<file path="src/rtl/vga_sync_decoder.sv">
// vga_sync_decoder
// Receive side of the VGA timing generator. Samples hsync/vsync/blank_b on
// the pixel clock, rebuilds the pixel coordinates, checks line length,
// frame height and blank alignment, and reports lock and sticky errors.
// Every output is registered and describes the input sample taken one
// clock earlier.
module vga_sync_decoder #(
  parameter int HACTIVE = 640,
  parameter int HFP     = 16,
  parameter int HSYNC   = 96,
  parameter int HBP     = 48,
  parameter int VACTIVE = 480,
  parameter int VFP     = 10,
  parameter int VSYNC   = 2,
  parameter int VBP     = 33
) (
  input  logic       vgaclk,
  input  logic       reset,
  input  logic       hsync,
  input  logic       vsync,
  input  logic       blank_b,
  input  logic       clr_err,
  output logic [9:0] x,
  output logic [9:0] y,
  output logic       pixel_valid,
  output logic       line_start,
  output logic       frame_start,
  output logic       locked,
  output logic       h_err,
  output logic       v_err,
  output logic       blank_err
);

  localparam int HTOTAL = HACTIVE + HFP + HSYNC + HBP;
  localparam int VTOTAL = VACTIVE + VFP + VSYNC + VBP;

  localparam logic [9:0] H_LAST  = 10'(HTOTAL - 1);
  localparam logic [9:0] V_LAST  = 10'(VTOTAL - 1);
  localparam logic [9:0] H_LO    = 10'(HSYNC + HBP);
  localparam logic [9:0] H_HI    = 10'(HSYNC + HBP + HACTIVE);
  localparam logic [9:0] V_LO    = 10'(VSYNC + VBP);
  localparam logic [9:0] V_HI    = 10'(VSYNC + VBP + VACTIVE);
  localparam logic [9:0] CNT_MAX = 10'h3ff;

  localparam logic [1:0] ST_SEARCH  = 2'd0;
  localparam logic [1:0] ST_MEASURE = 2'd1;
  localparam logic [1:0] ST_LOCKED  = 2'd2;

  // Sampled inputs and edge detection
  logic       hs_q, vs_q, bl_q;
  logic       hfall, vfall, frame_rst;
  logic       bad_line, bad_frame;

  // Position counters
  logic [9:0] hcnt_q, hcnt_d;
  logic [9:0] vcnt_q, vcnt_d;
  logic       vpend_q, vpend_d;

  // Lock state machine
  logic [1:0] state_q, state_d;

  // Registered outputs
  logic       locked_q, locked_d;
  logic       win_q, win_d;
  logic       pv_q, pv_d;
  logic [9:0] x_q, x_d;
  logic [9:0] y_q, y_d;
  logic       ls_q, fs_q;
  logic       h_err_q, h_err_d;
  logic       v_err_q, v_err_d;
  logic       be_q, be_d;

  function automatic logic in_window(input logic [9:0] h, input logic [9:0] v);
    return (h >= H_LO) && (h < H_HI) && (v >= V_LO) && (v < V_HI);
  endfunction

  // A frame boundary is the first hsync fall at or after a vsync fall; a
  // vsync fall landing on the same clock as the hsync fall counts directly.
  assign hfall     = hs_q & ~hsync;
  assign vfall     = vs_q & ~vsync;
  assign frame_rst = hfall & (vpend_q | vfall);
  assign bad_line  = hfall & (hcnt_q != H_LAST);
  assign bad_frame = frame_rst & (vcnt_q != V_LAST);

  // Next-state for the saturating position counters and the pending-vsync flag
  always_comb begin
    // NOTE: every combinational output gets a default first, so no path
    // leaves it unassigned and no latch is inferred.
    hcnt_d  = (hcnt_q == CNT_MAX) ? hcnt_q : hcnt_q + 10'd1;
    vcnt_d  = vcnt_q;
    vpend_d = vpend_q | vfall;
    if (hfall) begin
      hcnt_d = '0;
      if (frame_rst) begin
        vcnt_d  = '0;
        vpend_d = 1'b0;
      end else if (vcnt_q != CNT_MAX) begin
        vcnt_d = vcnt_q + 10'd1;
      end
    end
  end

  // Lock FSM: align on a frame boundary, measure one frame, then hold lock
  always_comb begin
    state_d = state_q;
    case (state_q)
      ST_SEARCH: begin
        if (frame_rst) state_d = ST_MEASURE;
      end
      ST_MEASURE: begin
        if (bad_line || bad_frame) state_d = ST_SEARCH;
        else if (frame_rst)        state_d = ST_LOCKED;
      end
      ST_LOCKED: begin
        if (bad_line || bad_frame) state_d = ST_SEARCH;
      end
      default: state_d = ST_SEARCH;
    endcase
  end

  // Next values of the registered outputs and the sticky error flags
  always_comb begin
    // locked follows the FSM one clock late, and pixel_valid uses the same
    // term so that pixel_valid == locked && window in every cycle.
    locked_d = (state_q == ST_LOCKED);
    win_d    = in_window(hcnt_d, vcnt_d);
    pv_d     = locked_d & win_d;
    x_d      = pv_d ? hcnt_d - H_LO : '0;
    y_d      = pv_d ? vcnt_d - V_LO : '0;
    // A new error beats a clear arriving on the same clock.
    h_err_d  = ((state_q == ST_LOCKED) & bad_line)  | (h_err_q & ~clr_err);
    v_err_d  = ((state_q == ST_LOCKED) & bad_frame) | (v_err_q & ~clr_err);
    be_d     = (locked_q & (bl_q != win_q))          | (be_q & ~clr_err);
  end

  // Input sampling and position counters
  always_ff @(posedge vgaclk or negedge reset) begin
    if (!reset) begin
      hs_q    <= 1'b1;
      vs_q    <= 1'b1;
      bl_q    <= 1'b0;
      hcnt_q  <= '0;
      vcnt_q  <= '0;
      vpend_q <= 1'b0;
    end else begin
      // NOTE: sequential state uses non-blocking assignment so every
      // register sees the pre-edge value of every other register.
      hs_q    <= hsync;
      vs_q    <= vsync;
      bl_q    <= blank_b;
      hcnt_q  <= hcnt_d;
      vcnt_q  <= vcnt_d;
      vpend_q <= vpend_d;
    end
  end

  // Lock FSM state register
  always_ff @(posedge vgaclk or negedge reset) begin
    if (!reset) state_q <= ST_SEARCH;
    else        state_q <= state_d;
  end

  // Output and error-flag registers
  always_ff @(posedge vgaclk or negedge reset) begin
    if (!reset) begin
      locked_q <= 1'b0;
      win_q    <= 1'b0;
      pv_q     <= 1'b0;
      x_q      <= '0;
      y_q      <= '0;
      ls_q     <= 1'b0;
      fs_q     <= 1'b0;
      h_err_q  <= 1'b0;
      v_err_q  <= 1'b0;
      be_q     <= 1'b0;
    end else begin
      locked_q <= locked_d;
      win_q    <= win_d;
      pv_q     <= pv_d;
      x_q      <= x_d;
      y_q      <= y_d;
      ls_q     <= hfall;
      fs_q     <= frame_rst;
      h_err_q  <= h_err_d;
      v_err_q  <= v_err_d;
      be_q     <= be_d;
    end
  end

  assign x           = x_q;
  assign y           = y_q;
  assign pixel_valid = pv_q;
  assign line_start  = ls_q;
  assign frame_start = fs_q;
  assign locked      = locked_q;
  assign h_err       = h_err_q;
  assign v_err       = v_err_q;
  assign blank_err   = be_q;

endmodule

</file>
<file path="config.mk">
export PLATFORM = sky130hd
export DESIGN_NAME = vga_sync_decoder
export DESIGN_NICKNAME = d
export VERILOG_FILES = /design/src/rtl/vga_sync_decoder.sv
export SDC_FILE = /design/constraint.sdc
export NUM_CORES = 1
export LEC_CHECK = 0
export ABC_AREA = 1
export BUFFER_PORTS_ARGS = -buffer_cell sky130_fd_sc_hd__buf_2
export CAP_MARGIN = 0
export CORE_AREA = 2 2 99 77
export CTS_BUF_LIST = sky130_fd_sc_hd__clkbuf_16
export CTS_CLUSTER_SIZE = 20
export DETAILED_ROUTE_END_ITERATION = 6
export DIE_AREA = 0 0 101 79
export RECOVER_POWER = 25
export SYNTH_ARGS = -nofsm -noshare
export SYNTH_HDL_FRONTEND = slang
export SYNTH_SLANG_ARGS = --single-unit
</file>
<file path="constraint.sdc">
create_clock -name vgaclk -period 6.25 [get_ports vgaclk]
set_input_delay 0.9375 -clock vgaclk [delete_from_list [all_inputs] [get_ports vgaclk]]
set_output_delay 0.9375 -clock vgaclk [all_outputs]
set_load 0.005 [all_outputs]
</file>
### After elaboration in Yosys (flattened, before gate mapping)

Index checks and enable logic that the tools add are counted.

* word-level logic and storage cells: 74
* RAM bits: 0
* output and inout port bits: 27
* bits in read-only memories: 0
* register bits: 54
* memories: 0
* bits in latches: 0
* bits of input ports: 6

* reduce and logical (&&, ||, !) cells: 6
* add/sub/neg operators: 4
* div/mod/pow operators: 0
* bitwise operators: 19
* shift-type cells: 0
* equality and inequality tests: 10
* multipliers: 0
* multiplexer cells: 14
* magnitude comparators: 4

Operators by type and width (count)
* $mux 10: 7
* $ne 10x10->1 const B: 3
* $add 10x1->10 const B: 2
* $lt 10x10->1 const B: 2
* $and 1x1->1: 12
* $eq 10x10->1 const B: 1
* $ge 10x6->1 const B: 1
* $ge 10x8->1 const B: 1
* $sub 10x6->10 const B: 1
* $sub 10x8->10 const B: 1
* $mux 2: 4
* $pmux 2 s3: 1
* $or 1x1->1: 4
* $logic_and 1x1->1: 3
* $ne 3x3->1 const B: 1
* $not 1->1: 3
* $reduce_and 3->1: 1
* $eq 2x1->1 const B: 1
* $eq 2x2->1 const B: 1
* $logic_not 2->1: 1
* $mux 1: 2
* $ne 2x1->1 const B: 1
* $ne 2x2->1 const B: 1
* $logic_or 1x1->1: 1
* $ne 1x1->1: 1

### Depth between registers and ports, before layout

Gate-level depths: netlist (run 1).

* depth in word-level cells: 11
* mapped depth: 18

### Worst setup path after synthesis (run 1)

Ideal clock, no wire load.

* kind: input -> register
* start: in hsync
* end: reg x_q[1], in the netlist x[1]
* arrival time: 2.758 ns
* stages: 13
* setup slack: 3.422 ns
* required time: 6.181 ns
* path through: nor2_4 > buf_2 > nand2_1 > xor2_1 > nor2_1 > ha_1 > nand3_1 > nor2_1 > nand3_1 > nand3_1 > nand4_2 > buf_6 > nor2_2

* longest elaborated chain between the ends: 10
* elaborated cells on any way between the ends: 16
* those cells by class: add/sub: 1; order compare: 4; mux: 4; bitwise: 4; reduce/logical: 3

Ends and longest elaborated chain
* start: declaration: line 19 `input logic hsync,`
* $not 1->1 *: line 79 `assign hfall = hs_q & ~hsync;`
* $and 1x1->1 *: line 79
* net hfall: line 51 `logic hfall, vfall, frame_rst;`
* $and 1x1->1: line 81 `assign frame_rst = hfall & (vpend_q | vfall);`
* $mux 10: line 94 `if (frame_rst) begin`
* $mux 10 *: line 92 `if (hfall) begin`
* net vcnt_d[0]: line 56 `logic [9:0] vcnt_q, vcnt_d;`
* $ge 10x6->1: line 74 `return (h >= H_LO) && (h < H_HI) && (v >= V_LO) && (v < V_HI);`
* $logic_and 1x1->1: line 74
* $logic_and 1x1->1 *: line 74
* $and 1x1->1 *: line 127 `pv_d = locked_d & win_d;`
* $mux 10 *: line 128 `x_d = pv_d ? hcnt_d - H_LO : '0;`
* net x_d[1]: line 66 `logic [9:0] x_q, x_d;`
* end signal: assignment: line 169 `x_q <= '0;`
* end signal: assignment: line 180 `x_q <= x_d;`
* end: declaration: line 66

Mark *: on every way through the listed nets, which the timed path passes. The rest lies on a longest branch.
A chain may end at the register's enable or synchronous reset.

### Worst setup path in the final report (run 1)

* start: in hsync
* end: reg x_q[0], in the netlist x[0]

* longest elaborated chain between the ends: 10
* elaborated cells on any way between the ends: 16
* those cells by class: add/sub: 1; order compare: 4; mux: 4; bitwise: 4; reduce/logical: 3

Ends and longest elaborated chain (line)
* $not 1->1 *: 79
* $and 1x1->1 *: 79
* $and 1x1->1 *: 81
* net frame_rst: 51
* $mux 10 *: 94
* $mux 10 *: 92
* net vcnt_d[0]: 56
* $ge 10x6->1: 74
* $logic_and 1x1->1: 74
* $logic_and 1x1->1 *: 74
* $and 1x1->1 *: 127
* $mux 10 *: 128
* net x_d[0]: 66

Marks and branches as above.

==> flow_results.org, run 1 <==
** Setup path
- Launching element of the worst setup path :: hsync
- Reg-to-Reg Start :: hs_q
- Worst reg-to-reg setup slack :: 2090 ps
- Walking the worst path, the cells encountered are clkbuf_1 -> nor2_1 -> nand2_1 -> inv_1 -> nor2_1 -> ha_1 -> nor3_4 -> nand3_2 -> nand2_2 -> nand4_2 -> nor2_2.
- Required time of the critical path :: 6460 ps
- Broken down by cell family, the worst path's largest delay share belongs to simple AND/OR/NAND/NOR gates.
- The worst setup path is captured at a register.
- STA classifies the critical path startpoint as a primary input.
- Kind of critical path :: in2reg
- Data arrives at the worst endpoint at 4560 ps.
- Buffers & Inverters on Critical Path :: 2
- Largest fanout on the critical path :: 21
- Cell with the biggest individual delay on the critical path :: sky130_fd_sc_hd__nor2_1
- The most numerous cell type found on the critical path is sky130_fd_sc_hd__nor2_1.
- Longest individual stage delay on the worst path :: 870 ps

** Clock tree
- Gates resized during post-CTS repair numbered 0.
- Post-CTS setup buffer count :: 0
- Hold repair after CTS inserted 0 buffers.
- Root buffer selected by CTS :: sky130_fd_sc_hd__clkbuf_16
- Counting the buffers created by CTS gives 5.
- The clock passes through at most 2 buffers.
- Number of H-tree levels :: 2
- Clock insertion delay at the later pin of the skew report :: 290 ps
- TritonCTS sink count :: 54
- TritonCTS clock tree :: yes
- Clk pin slew, worst setup/hold paths :: 70 ps

** Outcome
- Violated checks :: max-capacitance violations, max-slew violations
- Outcome :: complete, but fails checks

** Detailed routing
- For this run, the detailed router's first-pass iteration total came to 4.
- Vias/cell :: 4.88
- In the routed design, unresolved DRC markers number 0.
- For this block, the via count after detailed routing is 2390.
- The detail route stage leaves a number of antenna-violating nets equal to 0.
- Drt initial violations :: 109
- Summed over all layers, the routed wires come to 6130 µm.
- In the final routed layout, each cell accounts on average for 12.5 µm.

** Layout
- In the layout the commonest cells are 95 x sky130_fd_sc_hd__nand2_1, 52 x sky130_fd_sc_hd__dfrtp_1, 49 x sky130_fd_sc_hd__inv_1, 37 x sky130_fd_sc_hd__nor2_1, 31 x sky130_fd_sc_hd__nand3_1.
- After filler insertion, the fill cell instance count of the layout stands at 736.
- In the final layout, the share of cells above drive strength 1 is 0.221.
- The number of antenna diodes in the final layout is 0.
- For this run, the share of the core covered by cells in the final layout is 0.468.
- Summing all flip-flop and latch instances after layout gives 1350 µm².
- Leading cell type in the layout, fill and taps excluded :: sky130_fd_sc_hd__nand2_1
- From synthesis to final layout, the design area changed by 12.7%.
- The multi-input combinational cells in the finished layout cover a total of 1340 µm².
- The net count of the finished layout is 414.

** Global route
- Summed over all layers, the global routing overflow is 0.
- Total Routing Usage GR :: 0.173
- Via count of the first global-routing pass :: 2351
- Global-route wire length before repair :: 11000 µm
- The number of antenna violations at the first check in global routing came to 0.
- Maximum number of pins on one net before global-route repair :: 55

** Logic synthesis
- The cell count after synthesis came out at 367.
- After synthesis, the mean cell area works out to 8.03 µm².
- Counting distinct cell types in the post-synthesis netlist gives 32.
- Sequential area share after synthesis :: 0.460
- After synthesis the netlist holds a flip-flop and latch count of 54.
- Biggest area contributors in the synthesized netlist :: sky130_fd_sc_hd__dfrtp_1 44%, sky130_fd_sc_hd__nand2_1 12%, sky130_fd_sc_hd__inv_1 6.2%
- Mapped Area :: 2950 µm²
- During synthesis, Yosys emitted a total of 0 warnings.
- Share of the synthesized area in the top cell type :: 0.442
- Most area-hungry cell type in the Yosys netlist :: sky130_fd_sc_hd__dfrtp_1
- The number of nets handed over by synthesis was 379.

** STA
- The count of endpoints failing hold in the final timing report is 0.
- Summed negative setup slack over all endpoints :: 0 ps
- For the pin with the worst max-slew slack, the measured transition is 2830 ps.
- Minimum hold slack :: 432 ps
- Setup violations remaining at the end of the flow were counted as 0.
- Post-route clock skew :: 4.79 ps
- Highest clock frequency the design can meet :: 0.230 GHz
- The count of final max-slew check failures was 55.
- Measured against its own limit, the worst slew margin works out to -0.886.
- Of the available clock period, the critical path in the final layout requires 0.697.
- After layout, the minimum clock period comes to 4350 ps.
- RSZ-0062 raised after global routing :: no
- Setup slack closes at 1900 ps.

** Floorplan
- Starting utilization of the core area :: 0.415
- Standard-cell row count :: 27
- The die is 101 µm wide.
- Floorplan Core Area :: 7090 µm²
- In this run the count of I/O pins placed on the die edge is 33.
- In this run the vertical extent of the chip is 79 µm.
- Full die area :: 7980 µm²

** Placement
- The count of buffers added on input and output ports is 32.
- Placed wire-length estimate after detailed placement :: 4580 µm
- Worst slack at placement :: 2210 ps
- Final weighted congestion in routability-driven placement :: 0.926

** Worst hold path
- The startpoint identified for the worst hold timing path is state_q[1].
- The min-delay analysis places its worst path in the category reg2reg.

** Pwr
- Peak ir drop on the vdd network :: 0.180 mV
- Overall power :: 906 µW
- For this design the static power due to leakage is 0.00179 µW.
- Power spread over the standard cell area amounts to 273 nW/µm².

** Run
- The tool flagged a number of max-cap violations equal to 1.
==> final cells by class <==
| cell class | instances | area share |
|---|---|---|
| clock buffer | 5 | 0.0377 |
| clock inverter | 3 | 0.00754 |
| inverter | 54 | 0.0611 |
| multi-input combinational | 254 | 0.405 |
| sequential | 54 | 0.408 |
| tap | 87 | 0.0328 |
| timing repair buffer | 33 | 0.0482 |
==> worst register-to-register path, delay by kind of cell (launching register included) <==
| family | cells | cell delay (ps) |
|---|---|---|
| AND/OR/NAND/NOR | 8 | 2890 |
| adder cells (fa/ha/maj) | 1 | 280 |
| buffers and inverters | 2 | 370 |
| flip-flops | 1 | 520 |
==> synth_stat cells, drive strengths merged <==
cell    instances
a211oi          1
a21oi           3
a31oi           1
and2            1
buf             5
clkinv          1
dfrtp          52
dfstp           2
ha              6
inv            53
nand2         104
nand3          38
nand3b          1
nand4           9
nor2           65
nor3            4
nor4            1
o21ai           7
o22ai           1
or2             2
xnor2           2
xor2            8
==> stage by stage <==
step	instance area, µm²	std cells
2_1_floorplan	2950	367
5_1_grt	3320	490
6_report	3320	490
3_5_place_dp	3180	482
4_1_cts	3330	490
3_3_place_gp	3180	482
==> path summary, 6_finish.rpt <==
path | to | cells after the start
worst max-delay path | x[0] | 11
worst min-delay path | state_q[0] | 1
worst max register to register | x[0] | 11
worst min register to register | state_q[0] | 1
max in group asynchronous | y[6] | 2
min in group asynchronous | x[0] | 2
==> layer usage <==
| layer | part of all wire | wire length (µm) | track usage | up-vias |
|---|---|---|---|---|
| met5 | 0 | 0 | 0 | - |
| met4 | 0.015 | 89 | 0.0568 | 0 |
| met3 | 0.042 | 255 | 0.0308 | 8 |
| met2 | 0.44 | 2710 | 0.272 | 50 |
| met1 | 0.50 | 3080 | 0.242 | 1117 |
| li1 | - | - | - | 1215 |
==> logic make-up (layout without fill, tap and decap cells) <==
logic type / Yosys count / after routing / share of synthesized area
adders and majority gates: 6 / 6 / 0.0255
xor gates and xnor gates: 10 / 10 / 0.0297
buffers and inverters: 59 / 95 / 0.0816
and+or+nand+nor: 225 / 225 / 0.380
DFF: 54 / 54 / 0.460
AOI/OAI and AO/OA: 13 / 13 / 0.0238
==> registers in the layout, summed over array words and instances, names as in the netlist, 2 cells and up <==
name     count
hcnt_q      10
vcnt_q      10
x           10
y           10
state_q      2
==> power by group <==
| group | total, µW | switching [µW] | internal (µW) |
|---|---|---|---|
| clock network | 281 | 130 | 151 |
| registers | 410 | 34.6 | 375 |
| logic | 215 | 142 | 72.8 |
Note: power is estimated with default switching activity, not from simulation.
==> inputs of run 2 (changes only) <==
Clock period 6.25 ns to 4.08 ns, I/O delays scaled along.
==> run 2 against run 1 <==
- the run still ends with max-capacitance violations, max-slew violations left
- global-route usage down 0.56 points
- die area unchanged
- routed wire length up 1.0%
- register-to-register slack worse by 1400 ps
- final area up 1.2%
- sequential share of layout area down 0.49 points
- clock power up 75%
- first-iteration DRC count down 21%
- power up 59%
- hold slack worse by 18 ps
- clock skew up 2.7 ps
- critical path depth up 7
==> flow_results.org, run 2 (synthesis gave the netlist of run 1 again) <==
** Outcome
- Outcome :: complete, but fails checks
- Violated checks :: max-capacitance violations, max-slew violations

** Global route
- Global-route wire length before repair :: 10600 µm (-3.5%)
- The remaining global-route overflow is 0 (unchanged).
- The all-layer global routing usage came to 0.167 (-0.00563).
- The via count of the first global-routing pass came to 2281 (-3.0%).
- Maximum number of pins on one net before global-route repair :: 55 (unchanged)
- The number of antenna violations at the first check in global routing is 0 (unchanged).

** Detailed routing
- Drt initial violations :: 86 (-21%)
- Number of iterations in the first detailed-routing pass :: 4 (unchanged)
- The average detailed-routed wire length per instance was 12.6 µm (+0.84%).
- Final wirelength :: 6200 µm (+1.0%)
- Vias/cell :: 4.79 (-1.7%)
- The count of unresolved DRC violations after routing was 0 (unchanged).
- Routed via count :: 2353 (-1.5%)
- The count of nets left with antenna violations after detail routing came to 0 (unchanged).

** Clock tree
- Cts bufs inserted :: 5 (unchanged)
- The clock network latency to the later pin of the worst-skew pair came to 290 ps (about the same).
- Clk pin slew, worst setup/hold paths :: 70 ps (about the same)
- Post-CTS setup buffer count :: 0 (unchanged)
- Buffer depth of the longest clock path :: 2 (unchanged)
- The total number of clock tree sinks came to 54 (unchanged).
- TritonCTS clock tree :: yes
- The cts-stage hold buffer count is 0 (unchanged).
- Number of H-tree levels :: 2 (unchanged)
- Clock tree synthesis selected as its root buffer the cell sky130_fd_sc_hd__clkbuf_16.
- The post-CTS resize count came to 0 (unchanged).

** Setup path
- Kind of critical path :: reg2reg
- Critical-path cell list :: ha_1 -> nand2_2 -> nor2_2 -> nand3_1 -> nand3_1 -> o21ai_0 -> nand3b_1 -> inv_1 -> ha_1 -> inv_1 -> nor2_1 -> nand3_1 -> nor2_1 -> nor2_1 -> nor2_1 -> nand4_2 -> buf_4 -> nor2_2
- Family with the most delay on the worst path :: simple AND/OR/NAND/NOR gates
- Arrival time of data at the critical path endpoint :: 3570 ps (-990 ps)
- In this design, the critical path's most frequently occurring cell is sky130_fd_sc_hd__nor2_1.
- Largest fanout on the critical path :: 12 (-43%)
- The endpoint required time on the critical path was 4300 ps (-2160 ps).
- The worst setup path is launched from a register.
- The delay of the slowest cell on the worst path came to 440 ps (-430 ps).
- STA classifies the critical path endpoint as a register.
- The combined buffer and inverter count along the critical path came to 3 (+1).
- The slowest stage of the critical path is the sky130_fd_sc_hd__dfrtp_1 cell.

** STA
- The transition at the pin with the smallest max-transition slack came to 2920 ps (+86.6 ps).
- Summed negative setup slack over all endpoints :: 0 ps (unchanged)
- The routed design could run at a clock period as short as 3350 ps.
- Dividing the final minimum period by the clock period gives 0.820.
- Slew Viols, Final :: 55 (unchanged)
- Setup repair after global routing left no endpoint under its margin.
- The total of endpoints with negative setup slack in the final report was 0 (unchanged).
- The count of endpoints failing hold in the final timing report came to 0 (unchanged).
- Highest clock frequency the design can meet :: 0.299 GHz
- Final Worst Setup Slack :: 735 ps (-1160 ps)
- Relative slew slack :: -0.944 (-0.0577)
- The final setup skew is 7.51 ps (+2.72 ps).

** Floorplan
- The boundary pin count is 33 (unchanged).
- Standard-cell row count :: 27 (unchanged)
- The total die area came to 7980 µm² (unchanged).
- Starting utilization of the core area :: 0.415 (unchanged)
- The die height was 79 µm (unchanged).
- The total core area came to 7090 µm² (unchanged).
- The die outline width is 101 µm (unchanged).

** Layout
- Diodes inserted :: 0 (unchanged)
- The final layout net count came to 415 (+0.24%).
- Layout overhead on the synthesized area :: 14.1%
- Share of post-route cells with drive strength above 1 :: 0.228 (+0.00688)
- Leaving out fill and tap cells, the most frequent cell in the layout is sky130_fd_sc_hd__nand2_1.
- Commonest cells after routing, fill and taps aside :: 95 x sky130_fd_sc_hd__nand2_1, 52 x sky130_fd_sc_hd__dfrtp_1, 49 x sky130_fd_sc_hd__inv_1, 36 x sky130_fd_sc_hd__nor2_1, 31 x sky130_fd_sc_hd__nand3_1

** Placement
- Placed wire-length estimate after detailed placement :: 4510 µm (-1.5%)
- Worst slack at placement :: 701 ps (-1510 ps)
- The port buffer count was 32 (unchanged).
- Final weighted congestion in routability-driven placement :: 0.909 (-1.9%)

** Pwr
- The worst IR drop on VDD came to 0.264 mV (+47%).
- Power density normalized to cell area :: 430 nW/µm² (+58%)
- The leakage power figure is 0.00181 µW (+1.1%).
- Overall power :: 1440 µW (+59%)

** Worst hold path
- Type of the most critical hold path :: in2reg

** Run
- Max-capacitance violation count :: 1 (unchanged)
run 2: cell types whose count changed in the layout (fill, tap and decap cells not counted), sizes merged:
cell and change:
buf +2, clkbuf -1, bufinv +1, clkinv -1
run 2: final cells by class:
type	count	area, µm²
fillers	697	3730
flip-flops and latches	54	1350
repair buffers	34	169
well taps	87	109
clock buffers	5	125
inverters	54	203
multi-input cells	254	1350
clock inverters	3	48.8
run 2: worst register-to-register path, delay by kind of cell (launching register included):
kind / cells / cell delay [ps]
DFF: 1 / 440
adders and majority gates: 2 / 430
and+or+nand+nor: 12 / 1660
buffers and inverters: 3 / 570
AOI/OAI and AO/OA: 1 / 190
run 2: stage by stage:
| step | instance area (µm²) | util | hold WS, ps | cells |
|---|---|---|---|---|
| global placement | 3190 | 0.450 | 432 | 483 |
| detailed placement | 3190 | 0.450 | 441 | 483 |
| finish | 3360 | 0.474 | 414 | 491 |
| CTS | 3370 | 0.474 | 421 | 491 |
| global route | 3360 | 0.474 | 416 | 491 |
| floorplan | 2950 | - | 316 | 367 |
run 2: final timing paths:
path                               to  slack (ps)  cells past startpoint       start
max                              x[3]         730                     18   hcnt_q[0]
min                              vs_q         410                      1       vsync
max reg2reg                      x[3]         730                     18   hcnt_q[0]
min reg2reg                state_q[0]         450                      1  state_q[1]
max in group asynchronous   vcnt_q[3]        1070                      2       reset
min in group asynchronous   hcnt_q[1]        1360                      2       reset
run 2: routing by layer:
layer,global-route usage,up-vias,part of all wire
li1,-,1208,-
met1,0.239,1055,0.49
met2,0.254,78,0.43
met3,0.0326,12,0.055
met4,0.0568,0,0.017
met5,0,-,0
run 2: power breakdown:
group / total [µW] / switching, µW / internal [µW]
sequential: 628 / 53.0 / 575
clock: 491 / 197 / 294
combinational: 325 / 213 / 112
total: 1440 / 463 / 981
